===== src/rtl/mario_pkg.sv =====
// rtl/mario_pkg.sv - shared types and constants for the Mario sprite path
package mario_pkg;

    typedef enum logic [2:0] {
        STAND = 3'd0,
        WALK1 = 3'd1,
        WALK2 = 3'd2,
        WALK3 = 3'd3,
        JUMP  = 3'd4
    } anim_state_t;

    localparam int          SPR_W_BIG    = 21;
    localparam int          SPR_H_BIG    = 41;
    localparam logic [11:0] TRANSP_COLOR = 12'h808;

endpackage


===== src/rtl/sprite_addr_gen.sv =====
// rtl/sprite_addr_gen.sv - raster hit test, mirroring and ROM address stage
module sprite_addr_gen #(
    parameter int SPR_W  = 21,
    parameter int SPR_H  = 41,
    parameter int ADDR_W = 10
) (
    input  logic              Clk,
    input  logic              Reset_n,
    input  logic              facing_left,
    input  logic [9:0]        mario_x,
    input  logic [9:0]        mario_y,
    input  logic [9:0]        draw_x,
    input  logic [9:0]        draw_y,
    output logic [ADDR_W-1:0] read_address,
    output logic              sprite_hit
);

    // 11-bit differences: bit 10 set means the raster is left of / above the sprite
    logic [10:0]       rel_x;
    logic [10:0]       rel_y;
    logic              hit;
    logic [9:0]        col;
    logic [ADDR_W-1:0] addr_d;
    logic [ADDR_W-1:0] addr_q;
    logic              hit_q;

    assign rel_x = {1'b0, draw_x} - {1'b0, mario_x};
    assign rel_y = {1'b0, draw_y} - {1'b0, mario_y};

    // Hit test, optional horizontal mirror and row-major address
    always_comb begin
        hit    = !rel_x[10] && !rel_y[10]
              && (rel_x[9:0] < 10'(SPR_W)) && (rel_y[9:0] < 10'(SPR_H));
        col    = facing_left ? (10'(SPR_W - 1) - rel_x[9:0]) : rel_x[9:0];
        addr_d = '0;
        if (hit) begin
            addr_d = ADDR_W'(rel_y[9:0]) * ADDR_W'(SPR_W) + ADDR_W'(col);
        end
    end

    // One-cycle pipeline register toward the frame ROMs
    always_ff @(posedge Clk or negedge Reset_n) begin
        if (!Reset_n) begin
            addr_q <= '0;
            hit_q  <= 1'b0;
        end else begin
            addr_q <= addr_d;
            hit_q  <= hit;
        end
    end

    assign read_address = addr_q;
    assign sprite_hit   = hit_q;

endmodule


===== src/rtl/mario_sprite_sequencer.sv =====
// rtl/mario_sprite_sequencer.sv - big-Mario animation FSM and sprite ROM addressing
module mario_sprite_sequencer
    import mario_pkg::*;
#(
    parameter int          SPR_W    = SPR_W_BIG,
    parameter int          SPR_H    = SPR_H_BIG,
    parameter int          ANIM_DIV = 6,
    parameter int          ADDR_W   = 10,
    parameter logic [11:0] TRANSP   = TRANSP_COLOR
) (
    input  logic              Clk,
    input  logic              Reset_n,
    input  logic              frame_tick,
    input  logic              move_left,
    input  logic              move_right,
    input  logic              on_ground,
    input  logic [9:0]        mario_x,
    input  logic [9:0]        mario_y,
    input  logic [9:0]        draw_x,
    input  logic [9:0]        draw_y,
    output logic [ADDR_W-1:0] read_address,
    output logic [2:0]        frame_sel,
    output logic              sprite_hit,
    input  logic [11:0]       rom_color,
    output logic              pixel_on
);

    localparam int DIV_W = (ANIM_DIV > 1) ? $clog2(ANIM_DIV) : 1;

    anim_state_t      state_q, state_d;
    logic [DIV_W-1:0] div_q, div_d;
    logic             facing_left_q, facing_left_d;
    logic             eff_l, eff_r, moving;

    assign eff_l  = move_left & ~move_right;
    assign eff_r  = move_right & ~move_left;
    assign moving = eff_l | eff_r;

    // Animation state, walk divider and facing register
    always_ff @(posedge Clk or negedge Reset_n) begin
        if (!Reset_n) begin
            state_q       <= STAND;
            div_q         <= '0;
            facing_left_q <= 1'b0;
        end else begin
            state_q       <= state_d;
            div_q         <= div_d;
            facing_left_q <= facing_left_d;
        end
    end

    // Next-state: only frame_tick cycles move the FSM, divider and facing
    always_comb begin
        state_d       = state_q;
        div_d         = div_q;
        facing_left_d = facing_left_q;
        if (frame_tick) begin
            if (eff_l) facing_left_d = 1'b1;
            if (eff_r) facing_left_d = 1'b0;
            if (!on_ground) begin
                state_d = JUMP;
                div_d   = '0;
            end else begin
                unique case (state_q)
                    STAND, JUMP: begin
                        state_d = moving ? WALK1 : STAND;
                        div_d   = '0;
                    end
                    WALK1, WALK2, WALK3: begin
                        if (!moving) begin
                            state_d = STAND;
                            div_d   = '0;
                        end else if (div_q == DIV_W'(ANIM_DIV - 1)) begin
                            div_d = '0;
                            case (state_q)
                                WALK1:   state_d = WALK2;
                                WALK2:   state_d = WALK3;
                                default: state_d = WALK1;
                            endcase
                        end else begin
                            div_d = div_q + 1'b1;
                        end
                    end
                    default: begin
                        state_d = STAND;
                        div_d   = '0;
                    end
                endcase
            end
        end
    end

    assign frame_sel = state_q;

    sprite_addr_gen #(
        .SPR_W  (SPR_W),
        .SPR_H  (SPR_H),
        .ADDR_W (ADDR_W)
    ) u_addr_gen (
        .Clk          (Clk),
        .Reset_n      (Reset_n),
        .facing_left  (facing_left_q),
        .mario_x      (mario_x),
        .mario_y      (mario_y),
        .draw_x       (draw_x),
        .draw_y       (draw_y),
        .read_address (read_address),
        .sprite_hit   (sprite_hit)
    );

    assign pixel_on = sprite_hit && (rom_color != TRANSP);

endmodule


===== config.mk =====
export PLATFORM = sky130hd
export DESIGN_NAME = mario_sprite_sequencer
export DESIGN_NICKNAME = d
export VERILOG_FILES = /design/src/rtl/mario_pkg.sv /design/src/rtl/sprite_addr_gen.sv /design/src/rtl/mario_sprite_sequencer.sv
export SDC_FILE = /design/constraint.sdc
export NUM_CORES = 1
export LEC_CHECK = 0
export ABC_AREA = 1
export BUFFER_PORTS_ARGS = -buffer_cell sky130_fd_sc_hd__buf_2
export CORE_MARGIN = 5
export CORE_UTILIZATION = 40
export DETAILED_ROUTE_END_ITERATION = 10
export PLACE_DENSITY = 0.68
export SYNTH_ARGS = -nofsm -noshare
export SYNTH_HDL_FRONTEND = slang
export SYNTH_SLANG_ARGS = --single-unit

===== constraint.sdc =====
create_clock -name Clk -period 3.9 [get_ports Clk]
set_input_delay 0.39 -clock Clk [delete_from_list [all_inputs] [get_ports Clk]]
set_output_delay 0.39 -clock Clk [all_outputs]
set_load 0.01 [all_outputs]

# Word-level counts from Yosys, hierarchy flattened
# Index checks and enable logic that the tools add are counted.
# Widths: inputs -> output; s select.
# word_totals
regBits	18
input_bits	58
elab_cells	51
# op_classes
add_sub_neg	5
multipliers	1
n_lt_le_gt_ge	2
eq_ne	7
n_mux	14
n_bitwise	5
reduce_logical	12
# ops
operator	n
$sub 10x10->11	2
$mux 3	7
$mux 10	2
$ne 12x12->1 const B	1
$add 10x10->10	1
$lt 10x5->1 const B	1
$lt 10x6->1 const B	1
$mul 10x5->10 const B	1
$sub 5x10->10 const A	1
$eq 3x2->1 const B	2
$eq 3x3->1 const B	2
$pmux 3 s2	1
$logic_and 1x1->1	4
$ne 4x4->1 const B	1
$pmux 2 s2	1
$reduce_and 2->1	2
$add 3x1->3 const B	1
$eq 3x1->1 const B	1
$logic_not 3->1	1
$mux 1	3
$reduce_or 3->1	1
$and 1x1->1	2
$logic_not 1->1	2
$not 1->1	2
other kinds (3)	3

# Logic depth before layout (Yosys ltp)
# logic_depth
depth_word	6
ltp_mapped	30

# Hierarchy
# Synthesis repeated with hierarchy kept, for this count alone.
# unflattened
hier_cells	479
area_unflattened_um2	3159.3
# by_module_without_submodules
module	instances	cells_each	area_per_inst_um2	seq_area_each_um2
sprite_addr_gen	1	417	2702.6	275.3
mario_sprite_sequencer	1	62	456.7	175.2

# Worst setup path before layout
# No wires, ideal clock.
# synth_timing
kind	input -> register
from	in draw_x[0]
to	reg u_addr_gen.addr_q[9] (netlist: u_addr_gen.read_address[9])
setup_ps	119
t_arrival_ps	4453
required_time_ps	3781
setup_slack_ps	-672
stages	26
path_buffers	0
path_cell_list	inv_1 -> ha_1 -> inv_1 -> fa_1 -> inv_1 -> ha_1 -> inv_1 -> a21oi_1 -> or2_1 -> a21oi_1 -> xnor2_1 -> ha_1 -> fa_1 -> inv_1 -> fa_1 -> inv_1 -> ha_1 -> a21oi_1 -> o21a_1 -> nand2_1 -> xor2_1 -> nand3b_1 -> nand2_1 -> nand3_1 -> nand2_1 -> nor2_1
# synth_via
elab_chain_len	6
# synth_rtl
element	line	source
start: declaration	mario_sprite_sequencer.sv:19	input logic [9:0] draw_x,
$sub 10x10->11 (*)	sprite_addr_gen.sv:27	assign rel_x = {1'b0, draw_x} - {1'b0, mario_x};
parallel branches: the longest is 4 deep, another holds $sub 5x10->10	--	
$mux 10 (*)	sprite_addr_gen.sv:36	if (hit) begin
net u_addr_gen.addr_d[9]	sprite_addr_gen.sv:23	logic [ADDR_W-1:0] addr_d;
end signal: assignment	sprite_addr_gen.sv:47	addr_q <= addr_d;
end: declaration	sprite_addr_gen.sv:24	logic [ADDR_W-1:0] addr_q;
# Mark *: on every way through the listed nets, which the timed path passes.
# A chain may end at the register's enable or synchronous reset.

# Final worst setup path
# Same ends and word-level chain as after synthesis.

==> flow_metrics.tcl <==
set metrics [dict create \
    n_antenna_cell 0 \
    start_util_pct 40.7 \
    yosys-top-cells-count "inv_1, nand2_1, ha_1, nand3_1, nor2_1" \
    vdd_drop_max_mv 0.438 \
    gp_congestion 0.839 \
    netSwitchingPower_mw 1.43 \
    status "finished with violations" \
    power_mw 3.10 \
    drc 0 \
    ys_seq_area_share_pct 14.4 \
    yosysMostFrequentCell "inv_1" \
    wl_per_cell_um 9.95 \
    overflow 0 \
    synthArstFlopShare_pct 100 \
    cts_tree "built" \
    grt_pass1_vias 3203 \
    syn_to_final_growth_pct 45.2 \
    synth_top_cell_area_share_pct 19.2 \
    finalSetupViolCount 3 \
    ys_seq_elements 18 \
    die_y_um 98.4 \
    first_pass_iters 4 \
    fmax_mhz 229 \
    dieArea_mm2 0.00969 \
    cts_buffer_depth 2 \
    htreeDepth 1 \
    path_max_fanout 3 \
    routed_wl_um 7270 \
    coreArea_mm2 0.00769 \
    period_share_pct 112 \
    p_leak_nw 2.70 \
    ys_warn_count 0 \
    synth_area_per_cell_um2 6.59 \
    combPwrFrac_pct 88.7 \
    slew_headroom_pct 73.8 \
    fin_skew_ns 0.000650 \
    hold_violations 0 \
    p_int_mw 1.67 \
    switching_share_pct 46.1 \
    worst_setup_path_start_kind "input pin" \
    synth.net_count 594 \
    maxSlewViolCount 0 \
    clockPowerShare_pct 4.8 \
    dp.final_hpwl_um 6380 \
    synth_enable_flop_cells 0 \
    num_vias 3297 \
    violations "negative setup slack" \
    drv_cap 0 \
    synth.distinct_cells 34 \
    yosysTopAreaCell "ha_1" \
    root_buffer "clkbuf_8" \
    synth_area_leaders "ha_1, inv_1, dfrtp_1" \
    num_rows 32 \
    nNetsFinal 749 \
    min_period_ns 4.38 \
    sequentialPowerShare_pct 6.4 \
    numCtsBuffers 3 \
    vias_per_cell 4.51 \
    grt_use_total_pct 15.1 \
    postCtsHoldBufs 0 \
    cp.required_ns 4.05 \
    syn_inst 475 \
    drive_gt1_share_pct 35.9 \
    worst_ep_arrival_time_ns 4.52 \
    die_w_um 98.4 \
    antenna_found_initial 0 \
    worstMarginPinSlew_ns 0.393 \
    num-fill-cells 715 \
    ant_nets 0 \
    ys.flop_type "dfrtp_1" \
    clkLatencyLatePin_ns 0.25 \
    clk_pin_slew_ns 0.06 \
    power_density_mw_per_mm2 683 \
    port-buffer-count 72 \
    endpoint_kind "flop" \
    critPathKind "input pin to flop" \
    min_path_type "input pin to asynchronous set/reset pin" \
    grt_pass1_wl_um 12600 \
    fin_ws_ns -0.476 \
    synth_area_mm2 0.00313 \
    grt_max_degree 19 \
    hold_ws_ns 0.0543 \
    ios 73 \
    rsz0062_at_grt "yes" \
    dr.first_iter.drc_count 59 \
    clock-sinks 18 \
]
## state kept, by name (all words and copies together), names as in the netlist
register / cells
div_q: 3
facing_left_q: 1
frame_sel: 3
u_addr_gen.read_address: 10
u_addr_gen.sprite_hit: 1
## layout make-up
class                      instances  area (µm²)  area share, %
inverter                         127         499           11.0
timing repair buffer             151         978           21.5
clock buffer                       4        55.1           1.21
tap                              102         128           2.81
sequential                        18         450           9.91
multi-input combinational        329        2430           53.5
## cell families (layout without fill, tap and decap cells)
kind of cell    count (synthesis)  count (layout)  share of synthesized area [%]
simple gates                  210             210                           30.3
buf+inv                       128             282                           15.4
fa+ha+maj                      61              61                           27.5
compound gates                 40              40                           7.28
xor+xnor                       18              18                           5.04
flops                          18              18                           14.4
## routing by layer
| layer | GRT usage, % | share of wire (%) | vias up |
|---|---|---|---|
| li1 | - | - | 1774 |
| met1 | 17.6 | 43 | 1450 |
| met2 | 29.1 | 51 | 65 |
| met3 | 1.34 | 4.4 | 8 |
| met4 | 3.99 | 1.6 | 0 |
| met5 | 0 | 0 | - |
## metrics by stage
stage / setup TNS, ns / instance area [µm²] / worst slack, ns / utilization (%) / cells
after floorplan: -0.850 / 3220 / -0.535 / - / 475
after global placement: -2.93 / 4230 / -0.792 / 55.1 / 719
after detailed placement: -3.30 / 4230 / -0.930 / 55.1 / 719
after CTS: -0.817 / 4420 / -0.473 / 57.5 / 727
after global routing: -1.68 / 4540 / -0.701 / 59.1 / 731
final: -0.922 / 4540 / -0.476 / 59.1 / 731
## critical path: stages
cell	delay (ns)
buf_8	0.11
inv_12	0.04
ha_4	0.12
inv_4	0.03
fa_2	0.53
inv_2	0.05
ha_4	0.16
inv_4	0.06
a21oi_4	0.05
or2_4	0.23
nand4_1	0.08
nand2_1	0.07
xor2_1	0.16
ha_1	0.29
fa_1	0.46
fa_1	0.59
ha_4	0.24
a21oi_2	0.12
o21a_1	0.12
nand2_1	0.05
xor2_1	0.17
nand3b_1	0.17
nand2_2	0.08
nand3_1	0.06
nand2_1	0.06
nor2_1	0.04
## path summary, 6_finish.rpt
kind / start / end / slack (ns) / cells after the start
setup / recovery: draw_x[0] / u_addr_gen.read_address[9] / -0.48 / 26
hold / removal: Reset_n / frame_sel[1] / 0.05 / 1
setup reg to reg: facing_left_q / u_addr_gen.read_address[9] / 0.36 / 20
hold reg to reg: div_q[2] / div_q[2] / 0.54 / 2
max in group asynchronous: Reset_n / u_addr_gen.read_address[7] / 3.57 / 1
min in group Clk: on_ground / frame_sel[2] / 0.36 / 2
## cells in the final DEF (no fill, tap or decap), types with 2 or more instances in the layout
master    Yosys  routed
inv_1       125     114
nand2_1     106      99
buf_4         0      75
buf_2         0      71
ha_1         48      41
nand3_1      33      31
nor2_1       30      27
dfrtp_1      18      18
nor2_2       10      13
fa_1         13      12
a21oi_1      20      11
xor2_1       13      10
nand4_1      10      10
a21oi_2       1       9
inv_2         1       8
o21ai_0       9       7
ha_4          0       7
nand2_4       1       6
nand2_2       4       6
inv_4         1       4
xnor2_1       5       4
clkbuf_8      0       4
buf_6         0       4
o211ai_1      3       3
nand3_2       1       3
nand3b_1      3       3
nor3_1        4       3
xor2_2        0       3
nor4_1        3       3
and2_4        0       2
o21ai_1       1       2
nor3_2        1       2
o21bai_1      2       2
o21ai_2       1       2
## power groups by stage
stage	Sequential, mW	Combinational (mW)	Clock (mW)
floorplan	0.204	1.54	0
global placement	0.203	2.13	0
detailed placement	0.203	2.22	0
CTS	0.200	2.52	0.153
global route	0.201	3.08	0.164
finish	0.200	2.75	0.150
## repair_timing
item                                   4_1_cts  5_1_grt
resized for setup                           25       23
endpoints found under the hold margin        0        0
setup buffers                                4        5
setup endpoints to repair                    5        5
cloned                                       0        0
pin swaps                                   37       32
(Power assumes the default switching activity.)
